$ cat config.mk
export PLATFORM = sky130hd
export DESIGN_NAME = mem_port_arbiter
export DESIGN_NICKNAME = d
export VERILOG_FILES = /design/src/rtl/mem_port_arbiter.sv
export SDC_FILE = /design/constraint.sdc
export NUM_CORES = 1
export LEC_CHECK = 0
export ABC_AREA = 1
export ABC_CLOCK_PERIOD_IN_PS = 5100
export BUFFER_PORTS_ARGS = -buffer_cell sky130_fd_sc_hd__buf_4
export CAP_MARGIN = 0
export CELL_PAD_IN_SITES_DETAIL_PLACEMENT = 0
export CELL_PAD_IN_SITES_GLOBAL_PLACEMENT = 1
export CORE_MARGIN = 4
export CORE_UTILIZATION = 36
export CTS_CLUSTER_DIAMETER = 100
export DETAILED_ROUTE_END_ITERATION = 16
export GPL_TIMING_DRIVEN = 0
export PLACE_DENSITY = 0.87
export SLEW_MARGIN = 20
export SYNTH_ARGS = -nofsm -noshare
export SYNTH_HDL_FRONTEND = slang
export SYNTH_SLANG_ARGS = --single-unit
$ cat constraint.sdc
create_clock -name clk -period 5.1 [get_ports clk]
set_clock_uncertainty 0.1 [all_clocks]
set_input_delay 1.02 -clock clk [delete_from_list [all_inputs] [get_ports clk]]
set_output_delay 1.02 -clock clk [all_outputs]
set_load 0.005 [all_outputs]
$ cat src/rtl/mem_port_arbiter.sv
// Shares one fixed-latency single-ported memory between instruction fetch and data ports.
// Latency: read valid at C+2+MEM_LATENCY, write at C+2, misaligned data at C+1 (C = arbitration cycle).
// Backpressure: one access in flight; the losing or waiting requester sees its stall until its valid pulse.
module mem_port_arbiter #(
  parameter int MEM_LATENCY  = 1,
  parameter int STARVE_LIMIT = 4
) (
  input  logic        clk,
  input  logic        rst,
  input  logic        if_req,
  input  logic [31:0] if_addr,
  output logic [31:0] if_rdata,
  output logic        if_valid,
  output logic        if_stall,
  input  logic        dm_req,
  input  logic        dm_we,
  input  logic [1:0]  dm_size,
  input  logic [31:0] dm_addr,
  input  logic [31:0] dm_wdata,
  output logic [31:0] dm_rdata,
  output logic        dm_valid,
  output logic        dm_err,
  output logic        dm_stall,
  output logic        mem_en,
  output logic        mem_we,
  output logic [3:0]  mem_be,
  output logic [31:0] mem_addr,
  output logic [31:0] mem_wdata,
  input  logic [31:0] mem_rdata,
  output logic        busy
);

  typedef enum logic [1:0] {IDLE, ISSUE, WAIT, DONE} state_t;

  state_t      state, state_nxt;
  logic [3:0]  starve_cnt;
  logic [2:0]  cnt;
  logic        win_dm;
  logic        lat_we;
  logic [1:0]  lat_size;
  logic [1:0]  lat_off;
  logic        lat_err;

  logic        grant_dm;
  logic        any_req;
  logic [1:0]  req_size;
  logic [3:0]  dm_be;
  logic [31:0] dm_wd;
  logic        dm_mis;
  logic [31:0] ld_data;
  logic [7:0]  ld_byte;
  logic        unused_if_lsb;

  // Fetch addresses are always word aligned; the low bits carry no information.
  assign unused_if_lsb = &{1'b0, if_addr[1:0]};

  // Data wins unless IF has been passed over STARVE_LIMIT times in a row.
  assign any_req  = if_req || dm_req;
  assign grant_dm = dm_req && !(if_req && (starve_cnt == 4'(STARVE_LIMIT)));

  // Decode size/offset of the data request into lane enables, replicated store data and a misalignment flag.
  always_comb begin
    req_size = (dm_size == 2'b11) ? 2'b00 : dm_size;
    dm_be    = 4'b1111;
    dm_wd    = dm_wdata;
    dm_mis   = 1'b0;
    case (req_size)
      2'b01: begin
        dm_be  = dm_addr[1] ? 4'b1100 : 4'b0011;
        dm_wd  = {2{dm_wdata[15:0]}};
        dm_mis = dm_addr[0];
      end
      2'b10: begin
        dm_be  = 4'b0001 << dm_addr[1:0];
        dm_wd  = {4{dm_wdata[7:0]}};
      end
      default: begin
        dm_mis = |dm_addr[1:0];
      end
    endcase
  end

  // Shift the selected lane of the returning word down to bit 0 and zero-fill the rest.
  assign ld_byte = 8'(mem_rdata >> {lat_off, 3'b000});
  always_comb begin
    ld_data = mem_rdata;
    case (lat_size)
      2'b01:   ld_data = lat_off[1] ? {16'h0, mem_rdata[31:16]} : {16'h0, mem_rdata[15:0]};
      2'b10:   ld_data = {24'h0, ld_byte};
      default: ld_data = mem_rdata;
    endcase
  end

  // Next-state: issue, wait out the memory latency, then one DONE cycle that never re-arbitrates.
  always_comb begin
    state_nxt = state;
    case (state)
      IDLE:  if (any_req) state_nxt = (grant_dm && dm_mis) ? DONE : ISSUE;
      ISSUE: state_nxt = lat_we ? DONE : WAIT;
      WAIT:  if (cnt == 3'd0) state_nxt = DONE;
      DONE:  state_nxt = IDLE;
      default: state_nxt = IDLE;
    endcase
  end

  // State register plus the per-access latches, starvation counter and read-data capture.
  always_ff @(posedge clk) begin
    if (rst) begin
      state      <= IDLE;
      starve_cnt <= 4'd0;
      cnt        <= 3'd0;
      win_dm     <= 1'b0;
      lat_we     <= 1'b0;
      lat_size   <= 2'b00;
      lat_off    <= 2'b00;
      lat_err    <= 1'b0;
      mem_be     <= 4'b0000;
      mem_addr   <= 32'h0;
      mem_wdata  <= 32'h0;
      if_rdata   <= 32'h0;
      dm_rdata   <= 32'h0;
    end else begin
      state <= state_nxt;
      case (state)
        IDLE: begin
          if (grant_dm && if_req) begin
            if (starve_cnt != 4'(STARVE_LIMIT)) starve_cnt <= starve_cnt + 4'd1;
          end else begin
            starve_cnt <= 4'd0;
          end
          if (any_req) begin
            win_dm <= grant_dm;
            if (grant_dm) begin
              mem_addr  <= {dm_addr[31:2], 2'b00};
              mem_be    <= dm_be;
              mem_wdata <= dm_wd;
              lat_we    <= dm_we;
              lat_size  <= req_size;
              lat_off   <= dm_addr[1:0];
              lat_err   <= dm_mis;
            end else begin
              mem_addr  <= {if_addr[31:2], 2'b00};
              mem_be    <= 4'b1111;
              mem_wdata <= 32'h0;
              lat_we    <= 1'b0;
              lat_size  <= 2'b00;
              lat_off   <= 2'b00;
              lat_err   <= 1'b0;
            end
          end
        end
        ISSUE: cnt <= 3'(MEM_LATENCY - 1);
        WAIT: begin
          if (cnt != 3'd0) begin
            cnt <= cnt - 3'd1;
          end else if (win_dm) begin
            dm_rdata <= ld_data;
          end else begin
            if_rdata <= ld_data;
          end
        end
        default: ;
      endcase
    end
  end

  assign mem_en   = (state == ISSUE);
  assign mem_we   = mem_en && lat_we;
  assign if_valid = (state == DONE) && !win_dm;
  assign dm_valid = (state == DONE) && win_dm;
  assign dm_err   = dm_valid && lat_err;
  assign busy     = (state != IDLE);
  assign if_stall = if_req && !if_valid;
  assign dm_stall = dm_req && !dm_valid;

endmodule

# == Word level (Yosys, flattened, before mapping) ==
# Index checks and enable logic that the tools add are counted.
# word_totals
reg_bits,148
inputBits,135
# classes
add_sub_neg,2
eq_ne,14
n_shift,2
muxes,23
n_bitwise,2
reduce_logical,27
# ops
cell,count
32-bit case mux with 2 select lines,2
32-bit two-way mux,2
32-bit by 5-bit right shift with 8-bit output,1
16-bit two-way mux,1
4-bit two-way mux,4
2-bit two-way mux,6
2-bit equality test (second input constant),5
1-bit logical AND,10
2-bit case mux with 4 select lines,1
4-bit case mux with 2 select lines,1
2-bit AND reduction,4
2-bit by 1-bit equality test with 1-bit output (second input constant),3
2-bit inequality test (second input constant),3
3-bit case mux with 2 select lines,1
3-bit AND reduction,2
4-bit by 1-bit adder with 4-bit output (second input constant),1
4-bit by 3-bit equality test with 1-bit output (second input constant),1
1-bit logical NOT,4
4-bit by 3-bit inequality test with 1-bit output (second input constant),1
2-bit nonzero test,2
1-bit by 2-bit << shifter with 4-bit output (first input constant),1
3-bit logical NOT,1
1-bit two-way mux,3
3-bit two-way mux,1
other kinds (8),9

# == Depth between registers and ports, before layout ==
# logic_depth
ltp_word,8
depth_mapped,10

# == Least setup slack after synthesis ==
# No wires, ideal clock.
# synth_timing
kind,input-to-output
startpoint,input dm_req
endpoint,output dm_stall
t_arrival_ns,1.280
slack_ns,2.700
path_stages,3
cell_sequence,buf_6 -> inv_2 -> nor2_1
# synth_between
elab_chain_len,1
# synth_lines
item,line_no,text
"start, declared",15,"input logic dm_req,"
1-bit logical AND,174,assign dm_stall = dm_req && !dm_valid;
"end, declared",23,"output logic dm_stall,"
# No other way between the ends.

# == Worst setup path after layout ==
# layout_timing
startpoint,register state[0]
endpoint,output busy
# layout_between
elab_chain_len,1
# layout_lines
item,line_no,text
"start, declared",35,"state_t state, state_nxt;"
"start signal, assigned",123,state <= state_nxt;
2-bit nonzero test,172,assign busy = (state != IDLE);
"end, declared",30,output logic busy
# No other way between the ends.

==> reports/summary.txt <==
WORST SETUP PATH
----------------------------------------------------------------------------------------
R2R setup slack ...........................................................      3.04 ns
Count of buffering cells on the critical path with inverters included .....            4
Data required time at the worst endpoint ..................................      3.98 ns
Critical Path, Cell by Cell ............................................... inv_1 -> ha_1 -> buf_6 -> inv_1 -> buf_4
Max incr delay on CP ......................................................      0.39 ns
WP data arrival ...........................................................      1.51 ns
Most repeated library cell on the critical path ........................... sky130_fd_sc_hd__inv_1
Top fanout value on the critical path .....................................           10
Critical Setup Path Class ................................................. register to output pin
CP endpoint kind ..........................................................   output pin
Critical Path Slowest Stage Cell .......................................... sky130_fd_sc_hd__dfxtp_1
Critical Path Source Type .................................................     register
Top Family by Delay on Critical Path ...................................... buffers and inverters

SYNTHESIS
----------------------------------------------------------------------------------------
Flip-flop and latch count after synthesis .................................          146
Number of warnings printed during yosys synthesis .........................            0
Sequential fraction of the synthesis area .................................        40.9%
Cells after synthesis .....................................................         1042
Mean Syn Cell Area ........................................................     6.86 µm²
Number of unique standard cell types used by synthesis ....................           31
Synthesized area ..........................................................     7150 µm²

DRT
----------------------------------------------------------------------------------------
Average wire per cell in the routed design ................................      15.7 µm
Via count .................................................................         7556
Drt first pass iters ......................................................            5
Count of nets left with antenna violations after detail routing ...........            0
Violation count after the first detailed-route iteration ..................          372
Average via count per standard cell .......................................         4.70
Routed wire length ........................................................     25200 µm
DRC errors left ...........................................................            0

POWER
----------------------------------------------------------------------------------------
Switching share of power ..................................................        32.8%
Portion of total power attributed to the clock network ....................        32.0%
Combinational share of power ..............................................        30.6%
PnR Total Power ...........................................................      3.74 mW
Portion of total power attributed to sequential cells .....................        37.4%
Worst voltage drop across the vdd grid ....................................       245 µV
Net switching power .......................................................      1.23 mW
Int Pwr ...................................................................      2.51 mW
Leakage power total .......................................................      4.97 nW
Total power density per cell area .........................................   372 nW/µm²

FLOORPLAN
----------------------------------------------------------------------------------------
Number of placement rows ..................................................           51
Initial core utilization ..................................................        36.7%
Boundary Pins .............................................................          275
Area of the die ...........................................................    22200 µm²
Floorplan core area .......................................................    19500 µm²
Height of the die .........................................................       149 µm
Width of the die ..........................................................       149 µm

CLOCK NETWORK
----------------------------------------------------------------------------------------
CTS H-Tree Depth ..........................................................            4
Clock buffer depth ........................................................            2
Total clock buffers created by CTS ........................................           17
CTS clock-pin slew for the worst setup and hold paths .....................      0.06 ns
Total clock sinks .........................................................          146
Clock latency reported for the late side of the worst-skew pair ...........      0.43 ns
PostCTS Resize Cnt ........................................................            0
CTS tree ..................................................................        built
Buffer cell driving the clock tree root ................................... sky130_fd_sc_hd__clkbuf_16
Number of hold buffers added after CTS ....................................            0
Post-CTS setup buffer count ...............................................            0

LAYOUT
----------------------------------------------------------------------------------------
Antenna Cells .............................................................            0
Fin area ..................................................................    10100 µm²
Final nets ................................................................         1479
Share of layout cells above drive strength 1 ..............................        28.8%
Commonest non-fill, non-tap cell in the layout ............................ sky130_fd_sc_hd__buf_4
Area growth, synth to finish ..............................................        40.7%
Final Core Density ........................................................        51.7%
Number of filler instances in the final layout ............................         2005
Top library cells by usage in the layout, fill and taps aside ............. sky130_fd_sc_hd__buf_4 (283), sky130_fd_sc_hd__nand2_1 (213), sky130_fd_sc_hd__nor2_1 (198)

PLACED DESIGN
----------------------------------------------------------------------------------------
Final estimated routing congestion in global placement ....................        0.916
Number of port buffers ....................................................          269
HPWL after detailed placement .............................................     20100 µm
Area post-placement .......................................................     9500 µm²
Pre-CTS setup slack .......................................................      2.47 ns

WORST HOLD PATH
----------------------------------------------------------------------------------------
Hold WC Path Type ......................................................... register to register

GLOBAL ROUTE
----------------------------------------------------------------------------------------
All-Layer GR Usage ........................................................        22.4%
Vias in the first global route ............................................         7411
Number of antenna violations at the first check in global routing .........            0
Pin count of the biggest net entering global routing ......................           17
Global-route wire length before repair ....................................     39300 µm
GRT Residual Overflow .....................................................            0

TIMING
----------------------------------------------------------------------------------------
RSZ-0062 raised after global routing ......................................           no
Final setup violation count ...............................................            0
Portion of the clock cycle consumed by the worst path in the final layout .        51.5%
Slew HR ...................................................................        55.2%
Count of endpoints failing hold in the final timing report ................            0
Setup TNS .................................................................         0 ns
Final slew viol count .....................................................            0
Post-route minimum period .................................................      2.63 ns
Achievable frequency ......................................................      380 MHz
Worst slew pin tran .......................................................     0.672 ns
Post-route setup slack ....................................................      2.47 ns

RUN STATUS
----------------------------------------------------------------------------------------
Status .................................................................... finished, final reports clean

JOB
----------------------------------------------------------------------------------------
Max_cap viols .............................................................            0

-- through the flow --
stage | hold slack (ns) | instances
detailed placement | 0.357 | 1577
floorplan | 0.344 | 1043
finish | 0.368 | 1609
global route | 0.398 | 1609
CTS | 0.366 | 1609
global placement | 0.352 | 1577
-- layout make-up --
type | instances | area, µm² | share of cell area, %
Multi-Input combinational cell | 725 | 3430 | 34.1
Sequential cell | 146 | 2920 | 29.1
Timing Repair Buffer | 269 | 2020 | 20.1
Clock buffer | 20 | 447 | 4.44
Buffer | 67 | 400 | 3.98
Inverter | 105 | 397 | 3.94
Tap cell | 265 | 332 | 3.30
Clock inverter | 12 | 110 | 1.09
-- synth_stat cells (all sizes together) --
cell type | count | area (µm²)
a211oi | 12 | 90.1
a21oi | 81 | 405
a31oi | 2 | 12.5
buf | 45 | 318
clkbuf | 22 | 82.6
conb | 1 | 3.75
dfxtp | 146 | 2920
ha | 13 | 163
inv | 105 | 397
nand2 | 217 | 830
nand3 | 97 | 603
nand3b | 1 | 7.51
nand4 | 3 | 33.8
nor2 | 199 | 754
o211ai | 8 | 60.1
o21ai | 80 | 400
or2 | 10 | 62.6
-- final timing paths --
kind | from | cells past startpoint | end
min reg2reg | mem_wdata[0] | 2 | mem_wdata[0]
min | mem_wdata[0] | 2 | mem_wdata[0]
max | state[0] | 5 | busy
max reg2reg | lat_size[0] | 8 | dm_rdata[10]
-- logic make-up (layout without fill, tap and decap cells) --
logic type | after synthesis | count (layout) | share of synthesized area [%]
compound gates | 183 | 183 | 13.6
flops | 146 | 146 | 40.9
buf+inv | 172 | 473 | 11.2
other cells | 1 | 2 | 0.0525
simple gates | 527 | 527 | 32.1
fa+ha+maj | 13 | 13 | 2.28
-- power groups by stage --
stage	Clock, mW	Combinational (mW)	Sequential [mW]
4_1_cts	1.21	1.16	1.40
3_3_place_gp	0	1.15	1.42
2_1_floorplan	0	0.619	1.42
5_1_grt	1.26	1.29	1.42
6_report	1.20	1.15	1.40
3_5_place_dp	0	1.16	1.42
-- metal layers --
| metal | share of wire [%] | track usage (%) | vias to the layer above |
|---|---|---|---|
| met1 | 41 | 26.8 | 3321 |
| met2 | 45 | 36.5 | 302 |
| met5 | 0 | 0 | - |
| li1 | - | - | 3894 |
| met3 | 11 | 9.02 | 39 |
| met4 | 2.3 | 7.46 | 0 |
-- sequential cells by signal (all words and copies together) (netlist names) --
register / flops
cnt: 3
dm_rdata: 32
if_rdata: 32
lat_err: 1
lat_off: 2
lat_size: 2
lat_we: 1
mem_addr: 30
mem_be: 4
mem_wdata: 32
starve_cnt: 4
state: 2
win_dm: 1
-- tightest hold or removal path: cells and delay by family (launching register included) --
| kind | cells | cell delay (ns) |
|---|---|---|
| compound gates | 1 | 0.05 |
| flops | 1 | 0.31 |
| simple gates | 1 | 0.06 |
(Power assumes the default switching activity.)
